[src/rtl/icache_ctrl_pkg.sv]
// Shared definitions for the instruction-cache controller slice: memory bus
// command encodings, cache field widths and the controller state type.
package icache_ctrl_pkg;

  localparam int ICACHE_IDX_W = 7;
  localparam int ICACHE_TAG_W = 22;
  localparam int MEM_TAG_W    = 4;
  localparam int ADDR_W       = 32;
  localparam int LINE_W       = 64;

  localparam logic [1:0] BUS_NONE  = 2'd0;
  localparam logic [1:0] BUS_LOAD  = 2'd1;
  localparam logic [1:0] BUS_STORE = 2'd2;

  typedef enum logic {
    IDLE = 1'b0,
    WAIT = 1'b1
  } icache_state_e;

endpackage

[src/rtl/icache_ctrl_if.sv]
// Shared memory bus as seen by the instruction cache.
//   master : the cache controller (drives command/address, receives
//            grant, response tag and returned data)
//   slave  : the bus / memory side
interface icache_ctrl_if;
  import icache_ctrl_pkg::*;

  logic                 Imem_grant;
  logic [1:0]           proc2mem_command;
  logic [ADDR_W-1:0]    proc2mem_addr;
  logic [MEM_TAG_W-1:0] mem2proc_response;
  logic [LINE_W-1:0]    mem2proc_data;
  logic [MEM_TAG_W-1:0] mem2proc_tag;

  modport master (
    input  Imem_grant, mem2proc_response, mem2proc_data, mem2proc_tag,
    output proc2mem_command, proc2mem_addr
  );

  modport slave (
    output Imem_grant, mem2proc_response, mem2proc_data, mem2proc_tag,
    input  proc2mem_command, proc2mem_addr
  );
endinterface

[src/rtl/icache_ctrl.sv]
// Instruction-cache controller: sits between fetch, a direct-mapped
// 128 x 64-bit cache memory and the shared memory bus.
// Ports:
//   clock, reset        system clock, synchronous active-high reset
//   proc2Icache_addr    fetch address
//   Icache_data_out/valid_out   line returned to fetch (combinational)
//   cachemem_data/valid read data and hit flag from the cache memory
//   current_index/tag   cache read port address (from fetch address)
//   wr_en/idx/tag/data  cache memory write port (fill)
//   mem_bus             memory bus (master side)
module icache_ctrl
  import icache_ctrl_pkg::*;
(
  input  logic                    clock,
  input  logic                    reset,
  input  logic [ADDR_W-1:0]       proc2Icache_addr,
  output logic [LINE_W-1:0]       Icache_data_out,
  output logic                    Icache_valid_out,
  input  logic [LINE_W-1:0]       cachemem_data,
  input  logic                    cachemem_valid,
  output logic [ICACHE_IDX_W-1:0] current_index,
  output logic [ICACHE_TAG_W-1:0] current_tag,
  output logic                    wr_en,
  output logic [ICACHE_IDX_W-1:0] wr_idx,
  output logic [ICACHE_TAG_W-1:0] wr_tag,
  output logic [LINE_W-1:0]       wr_data,
  icache_ctrl_if.master           mem_bus
);

  icache_state_e           r_state;
  logic [MEM_TAG_W-1:0]    r_pend_tag;
  logic [ICACHE_IDX_W-1:0] r_miss_idx;
  logic [ICACHE_TAG_W-1:0] r_miss_tag;

  logic w_issue;
  logic w_accept;
  logic w_fill;
  logic w_same_line;

  assign current_index = proc2Icache_addr[9:3];
  assign current_tag   = proc2Icache_addr[31:10];

  // Offset bits are cleared so the bus always sees a line-aligned address.
  assign mem_bus.proc2mem_addr = proc2Icache_addr & ~32'h7;

  assign w_same_line = (current_index == r_miss_idx) && (current_tag == r_miss_tag);

  // A request is (re)issued every IDLE miss cycle until the bus accepts it.
  assign w_issue  = !reset && (r_state == IDLE) && !cachemem_valid;
  assign w_accept = w_issue && mem_bus.Imem_grant && (mem_bus.mem2proc_response != '0);

  // pend_tag of zero never matches, which drops late responses after reset.
  assign w_fill = !reset && (r_state == WAIT) && (r_pend_tag != '0) &&
                  (mem_bus.mem2proc_tag == r_pend_tag);

  assign mem_bus.proc2mem_command = w_issue ? BUS_LOAD : BUS_NONE;

  assign wr_en   = w_fill;
  assign wr_idx  = r_miss_idx;
  assign wr_tag  = r_miss_tag;
  assign wr_data = mem_bus.mem2proc_data;

  always_comb begin
    Icache_data_out  = cachemem_data;
    Icache_valid_out = 1'b0;
    if (!reset) begin
      if (r_state == IDLE) begin
        Icache_valid_out = cachemem_valid;
      end else if (w_fill && w_same_line) begin
        // Fill forwarded straight to fetch while it is written.
        Icache_data_out  = mem_bus.mem2proc_data;
        Icache_valid_out = 1'b1;
      end else begin
        // Hit-under-miss for a fetch that moved away from the missing line.
        Icache_valid_out = cachemem_valid && !w_same_line;
      end
    end
  end

  always_ff @(posedge clock) begin
    if (reset) begin
      r_state    <= IDLE;
      r_pend_tag <= '0;
      r_miss_idx <= '0;
      r_miss_tag <= '0;
    end else begin
      case (r_state)
        IDLE: begin
          if (w_accept) begin
            r_state    <= WAIT;
            r_pend_tag <= mem_bus.mem2proc_response;
            r_miss_idx <= current_index;
            r_miss_tag <= current_tag;
          end
        end
        WAIT: begin
          if (w_fill) begin
            r_state    <= IDLE;
            r_pend_tag <= '0;
          end
        end
        default: r_state <= IDLE;
      endcase
    end
  end

endmodule

[src/flat_wrapper.sv]
// flat-port wrapper written by rule: the top's interface ports become plain ports
module icache_ctrl_flat import icache_ctrl_pkg::*;
  (clock, reset, proc2Icache_addr, Icache_data_out, Icache_valid_out, cachemem_data, cachemem_valid, current_index, current_tag, wr_en, wr_idx, wr_tag, wr_data, mem_bus_Imem_grant, mem_bus_mem2proc_response, mem_bus_mem2proc_data, mem_bus_mem2proc_tag, mem_bus_proc2mem_command, mem_bus_proc2mem_addr);
  icache_ctrl_if mem_bus_i ();
  input  logic clock;
  input  logic reset;
  input  logic [ADDR_W-1:0] proc2Icache_addr;
  output logic [LINE_W-1:0] Icache_data_out;
  output logic Icache_valid_out;
  input  logic [LINE_W-1:0] cachemem_data;
  input  logic cachemem_valid;
  output logic [ICACHE_IDX_W-1:0] current_index;
  output logic [ICACHE_TAG_W-1:0] current_tag;
  output logic wr_en;
  output logic [ICACHE_IDX_W-1:0] wr_idx;
  output logic [ICACHE_TAG_W-1:0] wr_tag;
  output logic [LINE_W-1:0] wr_data;
  input wire logic [$bits(mem_bus_i.Imem_grant)-1:0] mem_bus_Imem_grant;
  input wire logic [$bits(mem_bus_i.mem2proc_response)-1:0] mem_bus_mem2proc_response;
  input wire logic [$bits(mem_bus_i.mem2proc_data)-1:0] mem_bus_mem2proc_data;
  input wire logic [$bits(mem_bus_i.mem2proc_tag)-1:0] mem_bus_mem2proc_tag;
  output wire logic [$bits(mem_bus_i.proc2mem_command)-1:0] mem_bus_proc2mem_command;
  output wire logic [$bits(mem_bus_i.proc2mem_addr)-1:0] mem_bus_proc2mem_addr;
  assign mem_bus_i.Imem_grant = mem_bus_Imem_grant;
  assign mem_bus_i.mem2proc_response = mem_bus_mem2proc_response;
  assign mem_bus_i.mem2proc_data = mem_bus_mem2proc_data;
  assign mem_bus_i.mem2proc_tag = mem_bus_mem2proc_tag;
  assign mem_bus_proc2mem_command = mem_bus_i.proc2mem_command;
  assign mem_bus_proc2mem_addr = mem_bus_i.proc2mem_addr;
  icache_ctrl u_core (.clock(clock), .reset(reset), .proc2Icache_addr(proc2Icache_addr), .Icache_data_out(Icache_data_out), .Icache_valid_out(Icache_valid_out), .cachemem_data(cachemem_data), .cachemem_valid(cachemem_valid), .current_index(current_index), .current_tag(current_tag), .wr_en(wr_en), .wr_idx(wr_idx), .wr_tag(wr_tag), .wr_data(wr_data), .mem_bus(mem_bus_i));
endmodule
[config.mk]
export PLATFORM = sky130hd
export DESIGN_NAME = icache_ctrl_flat
export DESIGN_NICKNAME = d
export VERILOG_FILES = /design/src/rtl/icache_ctrl_pkg.sv /design/src/rtl/icache_ctrl_if.sv /design/src/rtl/icache_ctrl.sv /design/src/flat_wrapper.sv
export SDC_FILE = /design/constraint.sdc
export NUM_CORES = 1
export LEC_CHECK = 0
export BUFFER_PORTS_ARGS = -buffer_cell sky130_fd_sc_hd__buf_4
export CORE_AREA = 5 5 148 150
export CTS_BUF_LIST = sky130_fd_sc_hd__clkbuf_8
export CTS_CLUSTER_DIAMETER = 60
export DETAILED_ROUTE_END_ITERATION = 10
export DIE_AREA = 0 0 153 155
export PLACE_DENSITY_LB_ADDON = 0.3
export SETUP_SLACK_MARGIN = 0.1
export SYNTH_ARGS = -nofsm -noshare
export SYNTH_HDL_FRONTEND = slang
export SYNTH_SLANG_ARGS = --single-unit
[constraint.sdc]
create_clock -name clock -period 4.68 [get_ports clock]
set_input_delay 0 -clock clock [delete_from_list [all_inputs] [get_ports clock]]
set_output_delay 0 -clock clock [all_outputs]
set_load 0.02 [all_outputs]
## After elaboration in Yosys (flattened, before gate mapping)

Cells that the tools add are included.
Widths: inputs -> output; s select.

| cells by class | value |
|---|---|
| equal/unequal tests | 5 |
| multiplexer cells | 13 |
| bitwise logic cells | 1 |
| reductions and logical operators | 17 |

Operators with widths:

| kind | number |
|---|---|
| $mux 64 | 3 |
| $eq 22x22->1 | 1 |
| $logic_and 1x1->1 | 10 |
| $mux 4 | 2 |
| $pmux 4 s2 | 1 |
| $reduce_bool 4->1 | 2 |
| $eq 7x7->1 | 1 |
| $mux 1 | 6 |
| $eq 4x4->1 | 1 |
| $reduce_and 2->1 | 2 |
| $logic_not 1->1 | 3 |
| $ne 2x1->1 const B | 1 |
| $ne 2x2->1 const B | 1 |
| $pmux 1 s2 | 1 |
| $not 1->1 | 1 |

| storage, ports and cells | value |
|---|---|
| flip-flop bits (word level) | 34 |
| input bits | 172 |
| output and inout port bits | 222 |

## Logic depth before layout (Yosys ltp)

Gate-level depths: netlist of run 1.

| depth | value |
|---|---|
| depth after elaboration | 8 |
| mapped depth | 8 |

## Worst setup path after synthesis of run 1

No wires, ideal clock.

| timing path | value |
|---|---|
| kind | register to output |
| from | register u_core.r_pend_tag[2] |
| to | output port Icache_data_out[10] |
| arrival time | 1.901 ns |
| required time | 4.680 ns |
| slack | 2.779 ns |
| stages on the path, launching flop included | 8 |
| path through | dfxtp_1 xor2_1 nor4_4 and2_1 nand4_1 buf_4 buf_6 mux2_4 |

| on the way | value |
|---|---|
| cells in the longest elaborated chain, start to end | 7 |

Ends and longest elaborated chain:

| item | line | source |
|---|---|---|
| from (decl) | icache_ctrl.sv:31 | `logic [MEM_TAG_W-1:0] r_pend_tag;` |
| from (signal assigned) | icache_ctrl.sv:91 | `r_pend_tag <= mem_bus.mem2proc_response;` |
| $reduce_bool 4->1 | icache_ctrl.sv:53 | `assign w_fill = !reset && (r_state == WAIT) && (r_pend_tag != '0) &&` |
| $logic_and 1x1->1 | icache_ctrl.sv:53 |  |
| $logic_and 1x1->1 * | icache_ctrl.sv:53 |  |
| named net wr_en | flat_wrapper.sv:14 | `output logic wr_en;` |
| $logic_and 1x1->1 * | icache_ctrl.sv:69 | `end else if (w_fill && w_same_line) begin` |
| $mux 64 * | icache_ctrl.sv:69 |  |
| $mux 64 * | icache_ctrl.sv:67 | `if (r_state == IDLE) begin` |
| $mux 64 * | icache_ctrl.sv:66 | `if (!reset) begin` |
| to (decl) | flat_wrapper.sv:8 | `output logic [LINE_W-1:0] Icache_data_out;` |

The timed path passes the listed nets; every way through them passes the cells marked *.

## Worst setup path in the final report of run 1

| timing path | value |
|---|---|
| from | input port proc2Icache_addr[8] |
| to | output port Icache_data_out[55] |

| on the way | value |
|---|---|
| cells in the longest elaborated chain, start to end | 6 |

Ends and longest elaborated chain:

| item | line | source |
|---|---|---|
| from (decl) | flat_wrapper.sv:7 | `input logic [ADDR_W-1:0] proc2Icache_addr;` |
| $eq 7x7->1 | icache_ctrl.sv:46 | `assign w_same_line = (current_index == r_miss_idx) && (current_tag == r_miss_tag);` |
| $logic_and 1x1->1 | icache_ctrl.sv:46 |  |
| $logic_and 1x1->1 | icache_ctrl.sv:69 |  |
| $mux 64 | icache_ctrl.sv:69 |  |
| $mux 64 | icache_ctrl.sv:67 |  |
| $mux 64 | icache_ctrl.sv:66 |  |

Every way passes these cells.

==> impl_metrics.json, run 1 <==
{
  "setup_viol": 0,
  "initialDrtViolationCount": 112,
  "final_area_sq_mm": 0.006210,
  "grt_pass1_wl_mm": 22.91,
  "drc": 0,
  "hold_viol_final": 0,
  "portBuffers": 386,
  "clock_skew_ns": 0.004479,
  "areaGrowthSynthToFinish_pct": 70.96,
  "routedWlPerCell_um": 17.43,
  "track_usage": 0.1255,
  "critPathTopFamily": "buffers and inverters",
  "vias_per_cell": 3.717,
  "fin_crit_sh": 0.6739,
  "ys_seq_elements": 34,
  "drtAntennaViolNets": 0,
  "gr-usage-met1": 0.1529,
  "slowest_delay_ns": 0.62,
  "gp_congestion": 0.8544,
  "hold_path_class": "in -> reg",
  "use_met2": 0.2255,
  "place_area_sq_mm": 0.005843,
  "drt_first_pass_iters": 4,
  "cpMaxStageDelayCell": "nor4_1",
  "netlist_area_sq_mm": 0.003632,
  "hold_end": "u_core.r_pend_tag[2]",
  "drv_cap": 0,
  "synth_most_common_cell": "buf_4",
  "cts_root_buffer": "clkbuf_8",
  "antenna_found_initial": 0,
  "leakage_nw": 3.135,
  "die_area_sq_mm": 0.02372,
  "reg2reg_depth": 6,
  "status": "complete, no violations",
  "grt_max_degree": 61,
  "drive_above_1_share": 0.6812,
  "timing.final.max_slew_violations": 0,
  "period_needed_ns": 3.154,
  "die_height_um": 155,
  "rsz0062_at_grt": "no",
  "synth_edf_count": 0,
  "cts.clk_slew.worst_paths_ns": 0.07,
  "vias": 3576,
  "h-tree-depth": 2,
  "synth_area_leaders": "buf_4 (26%), mux2_4 (20%), dfxtp_1 (19%), nand2b_1 (5.3%), xnor2_1 (5.3%)",
  "min_from": "mem_bus_mem2proc_response[2]",
  "crit_path_frequent_cell": "buf_4",
  "post_cts_buffers": 0,
  "critPathMaxFanout": 38,
  "cts_tree": "done",
  "antennaDiodeCount": 0,
  "fmax_ghz": 0.3171,
  "syn_avg_cell_area_sq_um": 8.991,
  "overflow": 0,
  "hpwlAfterDp_mm": 14.33,
  "rrSetupSlack_ns": 2.54,
  "regToRegEndpoint": "u_core.r_pend_tag[3]",
  "clock_sinks": 34,
  "die_w_um": 153,
  "start_util": 0.1767,
  "crit_path_end_kind": "output pin",
  "ir_drop_v": 0.00009529,
  "tns_ns": 0,
  "async_reset_ff_frac": 0,
  "clk_latency_ns": 0.29,
  "synth_cell_type_count": 36,
  "timing.hold.ws_ns": 0.09829,
  "ios": 394,
  "yosysTopAreaCell": "buf_4",
  "postSynthCellCount": 404,
  "core.rowCount": 53,
  "worst-path-buf-inv": 5,
  "synth_top_area_share": 0.2646,
  "busiest_layer": "met2",
  "reg2reg_from": "u_core.r_state",
  "min_delay_path_depth": 3,
  "crit_path_cell_trace": "dlygate4sd3_1, buf_4, xnor2_1, nand4_1, nor4_1, nand4_1, buf_4, buf_4, mux2_4, buf_4",
  "numCtsBuffers": 5,
  "grt_use_met3": 0.03338,
  "core_area_sq_mm": 0.02056,
  "start_kind": "input pin",
  "cp.arrival_ns": 3.15,
  "p_per_area_mw_per_mm2": 174.9,
  "wl_mm": 16.77,
  "final_nets": 859,
  "cts_buffer_depth": 2,
  "yosysWarnings": 0,
  "tightestPinTransition_ns": 0.6833,
  "synthFlopType": "dfxtp_1",
  "slew_headroom": 0.5445,
  "path_class": "in -> out",
  "required_ns": 4.68,
  "synthTopCellsByCount": "buf_4 (128), mux2_4 (49), nand2_1 (35)",
  "grt_pass1_vias": 3638,
  "fillers": 2181,
  "ys_seq_area_frac": 0.1874
}
worst max-delay path by stage:
| stage | from | to | slack, ns | cells after the start |
|---|---|---|---|---|
| 2_1_floorplan | u_core.r_pend_tag[2] | Icache_data_out[10] | 2.78 | 7 |
| 3_3_place_gp | u_core.wr_idx[5] | Icache_data_out[14] | 1.86 | 8 |
| 3_5_place_dp | u_core.wr_idx[5] | Icache_data_out[55] | 1.85 | 8 |
| 4_1_cts | proc2Icache_addr[8] | Icache_data_out[55] | 1.49 | 10 |
| 5_1_grt | proc2Icache_addr[8] | Icache_data_out[14] | 1.28 | 10 |
| 6_report | proc2Icache_addr[8] | Icache_data_out[55] | 1.53 | 10 |
cells by family (layout without fill, tap and decap cells):
family                 after synthesis  after routing  synth area share
other                                1              4          0.001032
flip-flops                          34             34            0.1874
AND/OR/NAND/NOR                     89             89            0.1361
buffers and inverters              148            428            0.2966
AO/OA/AOI/OAI                       39             39           0.05994
XOR/XNOR                            29             29           0.06993
multiplexers                        64             64            0.2491
worst min-delay path: stages:
cell,delay [ns]
buf_4,0.11
or3b_2,0.18
a21oi_1,0.05
sequential cells by signal, indices dropped and copies added (netlist names):
register,cells
u_core.r_pend_tag,4
u_core.r_state,1
u_core.wr_idx,7
u_core.wr_tag,22
metal layers:
metal / part of all wire / vias up
li1: - / 1771
met1: 0.41 / 1598
met2: 0.51 / 200
met3: 0.078 / 7
met4: 0.0075 / 0
met5: 0 / -
metrics by stage:
step / setup WS, ns / util / std cells / power [mW]
floorplan: 2.779 / - / 407 / 0.6323
CTS: 1.487 / 0.3021 / 962 / 1.112
global placement: 1.859 / 0.2842 / 926 / 0.8708
detailed placement: 1.848 / 0.2842 / 926 / 0.8715
finish: 1.526 / 0.3021 / 962 / 1.086
global route: 1.283 / 0.3021 / 962 / 1.145
placed cells by master, fill, tap and decap left out, types with 3 or more instances in the layout:
master,count
dlygate4sd3_1,29
a21oi_1,4
dfxtp_1,34
nand4_1,6
mux2_4,49
conb_1,4
nand2b_1,31
clkbuf_8,5
xnor2_1,22
mux2_2,15
nand2_1,35
o21ai_0,28
xor2_1,7
nor3_1,3
inv_1,5
buf_4,389
or3b_2,4
final cells by class:
cell class	count	area [sq um]	share of cell area
clock buffer	5	68.82	0.01108
multi-input combinational	225	1887	0.3038
tap	275	344.1	0.05541
clock inverter	2	7.507	0.001209
timing repair buffer	418	3211	0.5170
sequential	34	680.7	0.1096
inverter	3	11.26	0.001813
power breakdown:
group	leakage [nW]	switching, mW	internal, mW
logic	2.81	0.270	0.287
registers	0.278	0.0152	0.305
clock network	0.0466	0.111	0.0983
repair_timing:
| action | 4_1_cts | 5_1_grt |
|---|---|---|
| endpoints found under the hold margin | 29 | 0 |
| gates resized for setup | 0 | 0 |
| setup endpoints to repair | 0 | 0 |
| hold buffers | 29 | 0 |
(Power assumes the default switching activity.)
==> inputs of run 2 (changes only) <==
--- a/config.mk
+++ b/config.mk
@@ -6,11 +6,11 @@
 export NUM_CORES = 1
 export LEC_CHECK = 0
 export BUFFER_PORTS_ARGS = -buffer_cell sky130_fd_sc_hd__buf_4
-export CORE_AREA = 5 5 148 150
+export CORE_AREA = 5 5 150 152
 export CTS_BUF_LIST = sky130_fd_sc_hd__clkbuf_8
 export CTS_CLUSTER_DIAMETER = 60
 export DETAILED_ROUTE_END_ITERATION = 10
-export DIE_AREA = 0 0 153 155
+export DIE_AREA = 0 0 155 157
 export PLACE_DENSITY_LB_ADDON = 0.3
 export SETUP_SLACK_MARGIN = 0.1
 export SYNTH_ARGS = -nofsm -noshare
==> constraint.sdc (replaced) <==
create_clock -name clock -period 3.2 [get_ports clock]
set_input_delay 0 -clock clock [delete_from_list [all_inputs] [get_ports clock]]
set_output_delay 0 -clock clock [all_outputs]
set_load 0.02 [all_outputs]
==> run 2 against run 1 <==
  * First-iteration DRC count is the same
  * Critical path type unchanged
  * Worst hold slack got worse by 0.0032 ns
  * Sequential share of layout area barely moved
  * Largest power group unchanged
  * Sequential power rose by 46%
  * Power is 48% higher
==> impl_metrics.json, run 2 (synthesis gave the netlist of run 1 again) <==
{
  "h-tree-depth": 2,
  "cp.arrival_ns": 2.54,
  "setup_viol": 0,
  "total_power_mw": 1.610,
  "hold_viol_final": 0,
  "grt_max_degree": 66,
  "drv_cap": 0,
  "grt_pass1_wl_mm": 22.00,
  "clock_sinks": 34,
  "regArea_sq_um": 680.7,
  "areaGrowthSynthToFinish_pct": 71.72,
  "hold_buffers": 29,
  "routedWlPerCell_um": 16.50,
  "multi_input_area_sq_mm": 0.001887,
  "portBuffers": 386,
  "fin_crit_sh": 0.7927,
  "finalNonFillerCells": 963,
  "die_w_um": 155,
  "drtAntennaViolNets": 0,
  "final_common_cell": "buf_4",
  "initialDrtViolationCount": 112,
  "crit_path_frequent_cell": "buf_4",
  "vias_per_cell": 3.727,
  "track_usage": 0.1157,
  "dp.cells": 926,
  "slowest_delay_ns": 0.54,
  "clk_latency_ns": 0.29,
  "cts_buffer_depth": 2,
  "core_area_sq_mm": 0.02089,
  "p_per_area_mw_per_mm2": 258.1,
  "cpMaxStageDelayCell": "dlygate4sd3_1",
  "antenna_found_initial": 0,
  "tns_ns": 0,
  "numCtsBuffers": 5,
  "largest_reg_flops": 22,
  "cts_tree": "done",
  "period_needed_ns": 2.537,
  "timing.final.max_slew_violations": 0,
  "post-route-util": 0.2986,
  "drc": 0,
  "fmax_ghz": 0.3942,
  "die_area_sq_mm": 0.02434,
  "start_kind": "input pin",
  "post_cts_resized": 0,
  "ir_drop_v": 0.0001673,
  "path_class": "in -> out",
  "required_ns": 3.20,
  "hold_path_class": "in -> reg",
  "ios": 394,
  "status": "complete, no violations",
  "final_cell_mix": "buf_4 (388), mux2_4 (49), nand2_1 (35)",
  "gp_congestion": 0.7974,
  "grt_pass1_vias": 3609,
  "cts_root_buffer": "clkbuf_8",
  "crit_path_end_kind": "output pin",
  "core.rowCount": 53,
  "drive_above_1_share": 0.6831,
  "start_util": 0.1739,
  "wl_mm": 15.89,
  "hpwlAfterDp_mm": 13.62,
  "post_cts_buffers": 0,
  "drt_first_pass_iters": 4,
  "overflow": 0,
  "critPathMaxFanout": 65,
  "crit_path_cell_trace": "dlygate4sd3_1, buf_4, xnor2_1, nand4_1, nor4_1, buf_4, nand4_1, buf_12, mux2_4, buf_4",
  "final_nets": 859,
  "timing.hold.ws_ns": 0.09509,
  "die_height_um": 157,
  "cts.clk_slew.worst_paths_ns": 0.07,
  "clock_skew_ns": 0.005302,
  "fillers": 2199,
  "leakage_nw": 3.149,
  "vias": 3589,
  "antennaDiodeCount": 0,
  "rsz0062_at_grt": "no"
}
-- run 2: cell types whose count changed in the layout (fill, tap and decap cells not counted), sizes merged --
cell    previous run  this run
clkbuf             5         6
clkinv             0         1
inv                5         4
-- run 2: cell type report --
class | count | area share
multi-input cells | 225 | 0.3025
clock inverters | 2 | 0.001404
inverters | 3 | 0.001805
flip-flops and latches | 34 | 0.1091
repair buffers | 418 | 0.5168
well taps | 275 | 0.05517
clock buffers | 6 | 0.01324
-- run 2: final timing paths --
path / start / to / slack [ns] / depth (start not counted)
setup / recovery: proc2Icache_addr[8] / Icache_data_out[17] / 0.66 / 10
hold / removal: mem_bus_mem2proc_response[2] / u_core.r_pend_tag[2] / 0.1 / 3
setup reg to reg: u_core.r_state / u_core.r_pend_tag[1] / 1.44 / 5
hold reg to reg: u_core.r_pend_tag[3] / u_core.r_pend_tag[3] / 0.48 / 2
-- run 2: routing by layer --
layer / track usage / wire length, um / vias up
met2: 0.2160 / 8404 / 201
met4: 0.02355 / 156 / 0
li1: - / - / 1769
met3: 0.02859 / 1409 / 8
met5: 0 / 0 / -
met1: 0.1338 / 5921 / 1611
-- run 2: report_power, final --
group	leakage [nW]	internal [mW]	switching, mW
Clock	0.0524	0.171	0.165
Combinational	2.82	0.420	0.386
Sequential	0.278	0.446	0.0222
-- run 2: stage by stage --
| stage | area (sq um) | worst slack [ns] |
|---|---|---|
| after floorplan | 3643 | 1.299 |
| after detailed placement | 5856 | 0.9335 |
| after global routing | 6237 | 0.5180 |
| after global placement | 5856 | 0.9430 |
| after CTS | 6237 | 0.5739 |
| final | 6237 | 0.6633 |
-- run 2: critical path, delay by kind of cell --
kind                   cells  cell delay (ns)
XOR/XNOR                   1             0.25
buffers and inverters      5             1.29
multiplexers               1             0.35
AND/OR/NAND/NOR            3             0.58
==> inputs of run 3 (changes only) <==
==> constraint.sdc (replaced) <==
create_clock -name clock -period 2.5 [get_ports clock]
set_input_delay 0 -clock clock [delete_from_list [all_inputs] [get_ports clock]]
set_output_delay 0 -clock clock [all_outputs]
set_load 0.02 [all_outputs]
==> run 3 against run 2 <==
  * Via count increased by 0.67%
  * Routed wire length rose by 7.4%
  * Global-route usage is 0.56 points higher
  * Clock skew shrank 0.0029 ns
  * Worst hold slack hardly changed
==> impl_metrics.json, run 3 (synthesis gave the netlist of run 1 again) <==
{
  "status": "complete, no violations",
  "h-tree-depth": 2,
  "timing.final.max_slew_violations": 0,
  "rsz0062_at_grt": "yes",
  "vias_per_cell": 3.721,
  "timing.hold.ws_ns": 0.09519,
  "multi_input_area_sq_mm": 0.001947,
  "clock_skew_ns": 0.002409,
  "regArea_sq_um": 691.9,
  "drc": 0,
  "required_ns": 2.50,
  "final_cell_mix": "buf_4 (389), mux2_4 (49), nand2_1 (35)",
  "fmax_ghz": 0.4248,
  "cts.clk_slew.worst_paths_ns": 0.07,
  "cts_buffer_depth": 2,
  "clock_sinks": 34,
  "wl_mm": 17.06,
  "ios": 394,
  "track_usage": 0.1212,
  "die_height_um": 157,
  "hold_viol_final": 0,
  "core.rowCount": 53,
  "tns_ns": 0,
  "grt_pass1_vias": 3690,
  "p_per_area_mw_per_mm2": 315.4,
  "cp.arrival_ns": 2.35,
  "total_power_mw": 2.045,
  "cts_root_buffer": "clkbuf_8",
  "hold_path_class": "in -> reg",
  "die_w_um": 155,
  "hpwlAfterDp_mm": 13.82,
  "antennaDiodeCount": 0,
  "start_kind": "flop",
  "die_area_sq_mm": 0.02434,
  "crit_path_end_kind": "output pin",
  "core_area_sq_mm": 0.02089,
  "routedWlPerCell_um": 17.57,
  "vias": 3613,
  "clk_latency_ns": 0.29,
  "numCtsBuffers": 5,
  "initialDrtViolationCount": 133,
  "grt_pass1_wl_mm": 22.68,
  "critPathMaxFanout": 8,
  "grt_max_degree": 51,
  "overflow": 0,
  "ir_drop_v": 0.0002115,
  "portBuffers": 386,
  "antenna_found_initial": 0,
  "setup_viol": 0,
  "fin_crit_sh": 0.9417,
  "cts_tree": "done",
  "period_needed_ns": 2.354,
  "gp_congestion": 0.7983,
  "path_class": "reg -> out",
  "drtAntennaViolNets": 0,
  "drt_first_pass_iters": 4,
  "largest_reg_flops": 22,
  "areaGrowthSynthToFinish_pct": 78.51,
  "fillers": 2224,
  "drive_above_1_share": 0.7112,
  "pre_cts_slack_ns": 0.3189,
  "start_util": 0.1739,
  "leakage_nw": 3.282,
  "post-route-util": 0.3104,
  "fin_ws_ns": 0.1457,
  "final_common_cell": "buf_4",
  "final_nets": 868,
  "drv_cap": 0
}
==> run 3: cell types whose count changed in the layout (fill, tap and decap cells not counted), moves of 2 or more <==
cell	previous run	this run
xnor2_1	22	15
dfxtp_2	0	9
buf_16	0	4
clkbuf_16	0	2
dfxtp_1	34	25
xnor2_2	0	7
buf_6	0	2
==> run 3: path summary, 6_finish.rpt <==
check,slack [ns],from,to,cells after the start
worst max-delay path,0.15,u_core.r_pend_tag[2],Icache_data_out[43],8
worst min-delay path,0.1,mem_bus_mem2proc_response[2],u_core.r_pend_tag[2],3
worst max register to register,0.67,u_core.r_state,u_core.r_pend_tag[3],5
worst min register to register,0.47,u_core.r_pend_tag[3],u_core.r_pend_tag[3],2
==> run 3: through the flow <==
step | instances | cell area [sq um]
final | 971 | 6484
after global routing | 971 | 6484
after CTS | 969 | 6402
after detailed placement | 927 | 5876
after global placement | 927 | 5876
after floorplan | 407 | 3643
==> run 3: where the power goes <==
group / leakage (nW) / total (mW) / internal (mW) / switching (mW)
sequential: 0.281 / 0.602 / 0.572 / 0.0297
combinational: 2.95 / 1.05 / 0.548 / 0.499
clock: 0.0466 / 0.395 / 0.184 / 0.211
total: 3.28 / 2.05 / 1.30 / 0.740
==> run 3: final cells by class <==
class                   count  share of cell area
repair buffers            427              0.5264
multi-input cells         225              0.3003
flip-flops and latches     34              0.1067
well taps                 275             0.05307
clock buffers               5             0.01061
inverters                   3            0.001737
clock inverters             2            0.001158
==> run 3: layer usage <==
metal  global-route usage  share of wire
met1               0.1311           0.35
met2               0.2259           0.53
met3              0.03959           0.10
met4              0.03406          0.018
met5                    0              0
==> run 3: worst max-delay path, cell delays in order, from the launching register on <==
cell	delay, ns
dfxtp_1	0.34
xor2_1	0.19
nor4_4	0.32
and2_4	0.22
nand4_1	0.16
buf_6	0.20
clkbuf_16	0.18
mux2_4	0.30
buf_4	0.16
==> run 3: timing repair <==
item,4_1_cts,5_1_grt
endpoints found under the hold margin,29,0
resized for setup,18,7
hold buffers,29,0
buffers inserted,3,0
setup endpoints to repair,64,64
pin swaps,9,2
gates cloned,3,2
